[src/rtl/tile_sequencer.sv]
// tile_sequencer: two-level loop sequencer. It walks a NUM_ROWS x NUM_COLS tile with the
// column index innermost. It presents one (row, col) coordinate per valid/ready transfer
// and ends each run with a one-cycle DONE pulse.
//
// Optional feature macro: TILE_SEQ_LAST_EN adds the out_last port. When set, out_last
// flags the final coordinate of the tile.
//
// Ports:
//   clk        clock, rising edge
//   reset      synchronous active-high reset
//   start      run request, sampled only while idle
//   num_rows   row count, latched on an accepted start
//   num_cols   column count, latched on an accepted start
//   busy       high while running or signalling done
//   done       one-cycle completion pulse
//   out_valid  out_row/out_col hold a valid coordinate
//   out_ready  downstream accepts the coordinate
//   out_row    current row index
//   out_col    current column index
//   out_last   final coordinate of the tile (TILE_SEQ_LAST_EN only)
module tile_sequencer #(
  parameter int ROW_BITS = 8,
  parameter int COL_BITS = 8
) (
  input  logic                clk,
  input  logic                reset,
  input  logic                start,
  input  logic [ROW_BITS-1:0] num_rows,
  input  logic [COL_BITS-1:0] num_cols,
  output logic                busy,
  output logic                done,
  output logic                out_valid,
  input  logic                out_ready,
  output logic [ROW_BITS-1:0] out_row,
  output logic [COL_BITS-1:0] out_col
`ifdef TILE_SEQ_LAST_EN
  ,
  output logic                out_last
`endif
);

  typedef enum logic [1:0] {StIdle, StRun, StDone} state_t;

  state_t              state;
  logic [ROW_BITS-1:0] rows_q;
  logic [COL_BITS-1:0] cols_q;

  logic [ROW_BITS-1:0] row_nxt;
  logic [COL_BITS-1:0] col_nxt;
  logic                row_end;
  logic                col_end;

  // Counts are nonzero whenever these are used (zero counts never enter StRun).
  always_comb begin
    row_nxt = out_row + ROW_BITS'(1);
    col_nxt = out_col + COL_BITS'(1);
    row_end = (out_row == rows_q - ROW_BITS'(1));
    col_end = (out_col == cols_q - COL_BITS'(1));
  end

  always_ff @(posedge clk) begin
    if (reset) begin
      state     <= StIdle;
      busy      <= 1'b0;
      done      <= 1'b0;
      out_valid <= 1'b0;
      out_row   <= '0;
      out_col   <= '0;
      rows_q    <= '0;
      cols_q    <= '0;
    end else begin
      unique case (state)
        StIdle: begin
          done <= 1'b0;
          if (start) begin
            rows_q  <= num_rows;
            cols_q  <= num_cols;
            out_row <= '0;
            out_col <= '0;
            busy    <= 1'b1;
            if (num_rows == '0 || num_cols == '0) begin
              state <= StDone;
              done  <= 1'b1;
            end else begin
              state     <= StRun;
              out_valid <= 1'b1;
            end
          end
        end
        StRun: begin
          if (out_ready) begin
            if (!col_end) begin
              out_col <= col_nxt;
            end else if (!row_end) begin
              out_col <= '0;
              out_row <= row_nxt;
            end else begin
              // Indices hold at the final coordinate; they clear on the way back to idle.
              state     <= StDone;
              out_valid <= 1'b0;
              done      <= 1'b1;
            end
          end
        end
        StDone: begin
          state   <= StIdle;
          done    <= 1'b0;
          busy    <= 1'b0;
          out_row <= '0;
          out_col <= '0;
        end
        default: state <= StIdle;
      endcase
    end
  end

`ifdef TILE_SEQ_LAST_EN
  // Predicts whether the coordinate loaded this edge is the final one, so out_last stays
  // aligned with the registered indices and holds under back-pressure.
  always_ff @(posedge clk) begin
    if (reset) begin
      out_last <= 1'b0;
    end else if (state == StIdle) begin
      if (start) begin
        out_last <= (num_rows == ROW_BITS'(1)) && (num_cols == COL_BITS'(1));
      end
    end else if (state == StRun) begin
      if (out_ready) begin
        if (!col_end) begin
          out_last <= row_end && (col_nxt == cols_q - COL_BITS'(1));
        end else if (!row_end) begin
          out_last <= (row_nxt == rows_q - ROW_BITS'(1)) && (cols_q == COL_BITS'(1));
        end else begin
          out_last <= 1'b0;
        end
      end
    end else begin
      out_last <= 1'b0;
    end
  end
`endif

endmodule

[config.mk]
export PLATFORM = sky130hd
export DESIGN_NAME = tile_sequencer
export DESIGN_NICKNAME = d
export VERILOG_FILES = /design/src/rtl/tile_sequencer.sv
export SDC_FILE = /design/constraint.sdc
export NUM_CORES = 1
export LEC_CHECK = 0
export BUFFER_PORTS_ARGS = -buffer_cell sky130_fd_sc_hd__buf_2
export CORE_MARGIN = 2
export CORE_UTILIZATION = 50
export CTS_CLUSTER_DIAMETER = 40
export DETAILED_ROUTE_END_ITERATION = 10
export GPL_TIMING_DRIVEN = 0
export PLACE_DENSITY = 0.82
export SYNTH_ARGS = -nofsm -noshare
export SYNTH_HDL_FRONTEND = slang
export SYNTH_SLANG_ARGS = --single-unit
[constraint.sdc]
create_clock -name clk -period 2.95 [get_ports clk]
set_input_delay 0.295 -clock clk [delete_from_list [all_inputs] [get_ports clk]]
set_output_delay 0.295 -clock clk [all_outputs]
set_load 0.01 [all_outputs]
; ---- After elaboration in Yosys (flattened, before gate mapping)
; Cells that the tools add are included.
[word_totals]
ff_bits = 37
input_bits = 20
output_inout_bits = 19
word_cells = 66
[classes]
addsub = 4
n_eq_ne = 11
muxes = 29
n_reduce_logical = 14
[ops]
columns = cell, n
row1 = $mux W8, 7
row2 = $pmux W8 S3, 2
row3 = $add A8 B1 Y8 const B, 2
row4 = $eq A8 B8 Y1, 2
row5 = $logic_not A8 Y1, 2
row6 = $sub A8 B1 Y8 const B, 2
row7 = $ne A2 B2 Y1 const B, 6
row8 = $reduce_and A4 Y1, 3
row9 = $mux W1, 11
row10 = $mux W2, 5
row11 = $reduce_and A6 Y1, 1
row12 = $reduce_and A5 Y1, 1
row13 = $pmux W1 S2, 2
row14 = $pmux W2 S2, 1
row15 = $reduce_and A2 Y1, 2
row16 = $reduce_bool A2 Y1, 2
row17 = $ne A3 B3 Y1 const B, 1
row18 = $pmux W1 S3, 1
row19 = $reduce_bool A3 Y1, 1
row20 = $eq A2 B1 Y1 const B, 1
row21 = $eq A2 B2 Y1 const B, 1
row22 = $logic_not A2 Y1, 1
row23 = $logic_or A1 B1 Y1, 1

; ---- Logic depth before layout (Yosys ltp)
[logic_depth]
ltp_word = 6
mapped_depth = 12
ltp_nobuf = 10

; ---- Worst setup path after synthesis
; OpenSTA, ideal clock, no wires.
[synth_timing]
kind = reg2reg
startpoint = reg cols_q[0]
endpoint = reg out_row[7]
setup_ns = 0.070
arrival_ns = 2.221
required_time_ns = 2.880
path_slack_ns = 0.659
stages_incl_launch_ff = 11
n_path_buf = 0
synth_period_minus_slack_ns = 2.291
path_cell_list = dfxtp_1 > inv_1 > ha_1 > xnor2_1 > xnor2_1 > nor4_4 > o211ai_2 > nand2_2 > nand3_4 > or4_1 > a21oi_1
[synth_between]
elab_chain_len = 4
[synth_rtl]
columns = element, line_no
row1 = start: declaration, 46  ; logic [COL_BITS-1:0] cols_q;
row2 = start signal: assignment, 77  ; cols_q <= num_cols;
row3 = $sub A8 B1 Y8, 58  ; col_end = (out_col == cols_q - COL_BITS'(1));
row4 = $eq A8 B8 Y1, 58
row5 = $ne A2 B2 Y1 (no source line), --
row6 = $reduce_and A5 Y1 (no source line), --
row7 = end signal: assignment, 96  ; out_row <= row_nxt;
row8 = end: declaration, 34  ; output logic [ROW_BITS-1:0] out_row,
; No other way between the ends.
; A chain may end at the register's enable or synchronous reset.

; ---- Worst setup path in the final report
[layout_timing]
startpoint = reg rows_q[0]
endpoint = reg state[0]
[layout_between]
elab_chain_len = 4
[layout_rtl]
columns = element, line_no
row1 = start: declaration, 45  ; logic [ROW_BITS-1:0] rows_q;
row2 = start signal: assignment, 76  ; rows_q <= num_rows;
row3 = $sub A8 B1 Y8, 57  ; row_end = (out_row == rows_q - ROW_BITS'(1));
row4 = $eq A8 B8 Y1, 57
row5 = $ne A2 B2 Y1 (no source line), --
row6 = $reduce_and A4 Y1 (no source line), --
row7 = end signal: assignment, 63  ; state <= StIdle;
row8 = end signal: assignment, 82  ; state <= StDone;
row9 = end signal: assignment, 85  ; state <= StRun;
row10 = end: declaration, 44  ; state_t state;
; No other way between the ends.

==> flow_summary.json <==
{
  "status": "completed",
  "wl_um": 4969,
  "crit_type": "flip-flop to flip-flop",
  "clkLatencyLatePin_ns": 0.29,
  "pwr-share-comb_pct": 44.2,
  "drt_iter0_markers": 124,
  "clockRootBuffer": "clkbuf_8",
  "relSlewSlack_pct": 60.28,
  "r2r_end": "state[0]",
  "worstPathArrival_ns": 2.86,
  "place_congestion": 0.8701,
  "finalHoldViolCount": 0,
  "yosysWarnings": 0,
  "synth_nets": 312,
  "ir_drop_mv": 0.4193,
  "r2r_setup_slack_ns": 0.28,
  "start_kind": "flip-flop",
  "h-tree-depth": 2,
  "antenna_left": 0,
  "hp-class": "input port to flip-flop",
  "viasPerCell": 5.592,
  "endpoint_kind": "flip-flop",
  "whs_endpoint": "rows_q[5]",
  "drive_gt1_share_pct": 19.21,
  "power_density_mw_per_mm2": 704.3,
  "dr.pass1.iters": 4,
  "fin_crit_sh_pct": 90.54,
  "fp.dieH_um": 71.80,
  "pwr-share-clk_pct": 19.2,
  "route.vias.total": 2125,
  "cts.sinks": 37,
  "row_count": 24,
  "hold_ws_ns": 0.2522,
  "fmax_mhz": 374.4,
  "holdBufCountCts": 0,
  "grt_max_degree": 11,
  "areaGrowthSynthToFinish_pct": 14.64,
  "grt-ovfl-total": 0,
  "post_cts_buffers": 0,
  "cts_buffers": 5,
  "start_util_pct": 52.43,
  "layout_commonest_cell": "nand2_1",
  "antenna_found_initial": 0,
  "die_w_um": 71.80,
  "synth_top_area_share_pct": 32.23,
  "synth_edf_count": 0,
  "internal_power_uw": 1106,
  "ys_async_sr_fraction_pct": 0,
  "wl_per_cell_um": 13.08,
  "track_usage_pct": 21.04,
  "core_area_mm2": 0.004384,
  "synth_cell_types": 55,
  "crit_fanout": 8,
  "synth.largest_area_cell": "dfxtp_1",
  "tightest_slew_ns": 0.5925,
  "nets": 356,
  "final_max_slew_viol_count": 0,
  "cts_tree": "yes",
  "cts_resized": 0,
  "clk_pin_slew_ns": 0.07,
  "finalClockSkew_ns": 0.003417,
  "worst-r2r-cell-count": 10,
  "utilization_pct": 60.10,
  "p_switching_uw": 749.5,
  "tns_ns": 0,
  "syn_avg_cell_area_um2": 8.093,
  "crit-reg2reg-launch": "rows_q[0]",
  "postSynthCellCount": 284,
  "seq_area_frac_synth_pct": 32.23,
  "route.detailed.drc": 0,
  "rsz0062_at_grt": "no",
  "holdPathStages": 3,
  "ys_ff_latch": 37,
  "grt_pass1_wl_um": 8797,
  "synthFlopType": "dfxtp_1",
  "pin_count": 39,
  "dp_hpwl_um": 3915,
  "setup_viol": 0,
  "synth.cell_area_mm2": 0.002298,
  "io_buffers": 37,
  "n_antenna_cell": 0,
  "post-route-min-period_ns": 2.671,
  "die_area_mm2": 0.005155,
  "ys_top_cells_by_area": "dfxtp_1 32%, nand2_1 7.2%, xor2_1 6.1%, a21oi_1 5.7%, xnor2_1 4.6%",
  "grt_pass1_vias": 2053,
  "swShare_pct": 40.38,
  "hp-start": "num_rows[5]",
  "sequentialPowerShare_pct": 36.7,
  "layout_common_cells": "44 x nand2_1, 38 x buf_2, 37 x dfxtp_1, 26 x a21oi_1, 24 x nor2_1",
  "clockBufferDepth": 2,
  "cp_data_required_time_ns": 3.14,
  "drv_cap": 0,
  "p_leak_uw": 0.001118
}
[flip-flops by register name, summed over array words and instances, names as in the netlist]
signal     cells
busy           1
cols_q         8
done           1
out_col        8
out_row        8
out_valid      1
rows_q         8
state          2
[kinds of logic after synthesis]
| family | count (synthesis) | synth area share, % |
|---|---|---|
| simple gates | 128 | 30.10 |
| compound gates | 57 | 16.44 |
| flops | 37 | 32.23 |
| xor+xnor | 28 | 10.67 |
| buf+inv | 22 | 4.464 |
| fa+ha+maj | 8 | 4.355 |
| mux | 4 | 1.742 |
[power groups by stage]
stage / clock network, uW / logic, uW / registers [uW]
CTS: 366 / 824 / 682
global placement: 0 / 794 / 689
floorplan: 0 / 639 / 685
finish: 356 / 819 / 680
global route: 384 / 924 / 696
detailed placement: 0 / 820 / 694
[synth_stat cells, types with 2 or more instances]
| cell | n |
|---|---|
| nand2b_1 | 5 |
| nor4_4 | 2 |
| o211ai_1 | 3 |
| or2_2 | 2 |
| buf_6 | 2 |
| or3_1 | 4 |
| xnor2_1 | 12 |
| ha_1 | 8 |
| nor2_1 | 24 |
| mux2i_1 | 4 |
| o31ai_1 | 4 |
| a21oi_1 | 26 |
| clkbuf_1 | 7 |
| and3_1 | 5 |
| nand2_1 | 44 |
| dfxtp_1 | 37 |
| o21ai_1 | 4 |
| nor2b_1 | 2 |
| nand4_1 | 7 |
| nor4_1 | 4 |
| xor2_1 | 16 |
| a211o_1 | 2 |
| o22ai_1 | 2 |
| a22oi_1 | 2 |
| nor3_1 | 2 |
| or4_1 | 4 |
| o2111ai_1 | 2 |
| o211ai_2 | 2 |
| nand3_1 | 10 |
| inv_1 | 11 |
[layout make-up]
type,instances,area (um^2)
clock buffers,7,86.33
flip-flops and latches,37,740.7
inverters,11,41.29
repair buffers,37,185.2
well taps,52,65.06
fillers,404,1749
plain buffers,11,61.31
multi-input cells,225,1455
[critical path: stages (launching register included)]
cell and delay, ns:
dfxtp_1 0.42, inv_1 0.07, ha_1 0.19, clkbuf_1 0.19, or2_1 0.26, a211o_1 0.33
a221oi_1 0.33, o211ai_1 0.20, o22ai_1 0.34, nand4b_1 0.15, o31ai_1 0.10
[metal layers]
| layer | GRT usage (%) | routed length [um] | vias to the layer above |
|---|---|---|---|
| li1 | - | - | 1090 |
| met1 | 26.02 | 2352 | 989 |
| met2 | 36.63 | 2390 | 40 |
| met3 | 4.219 | 171 | 6 |
| met4 | 6.709 | 55 | 0 |
| met5 | 0 | 0 | - |
[how the worst max path moves through the flow]
| stage | startpoint | end | slack (ns) | depth (start not counted) |
|---|---|---|---|---|
| 2_1_floorplan | cols_q[0] | out_row[7] | 0.66 | 10 |
| 3_3_place_gp | rows_q[0] | state[0] | 0.37 | 10 |
| 3_5_place_dp | rows_q[0] | state[0] | 0.34 | 10 |
| 4_1_cts | rows_q[0] | state[0] | 0.31 | 10 |
| 5_1_grt | rows_q[0] | state[0] | 0.08 | 10 |
| 6_report | rows_q[0] | state[0] | 0.28 | 10 |
[through the flow]
step | worst slack [ns] | cells | total power (uW) | instance area (um^2)
detailed placement | 0.3391 | 373 | 1514 | 2549
global route | 0.07923 | 380 | 2003 | 2635
finish | 0.2790 | 380 | 1856 | 2635
global placement | 0.3718 | 373 | 1483 | 2549
floorplan | 0.6591 | 284 | 1324 | 2298
CTS | 0.3150 | 380 | 1872 | 2635
No activity file was read; power rests on OpenSTA's default activity.
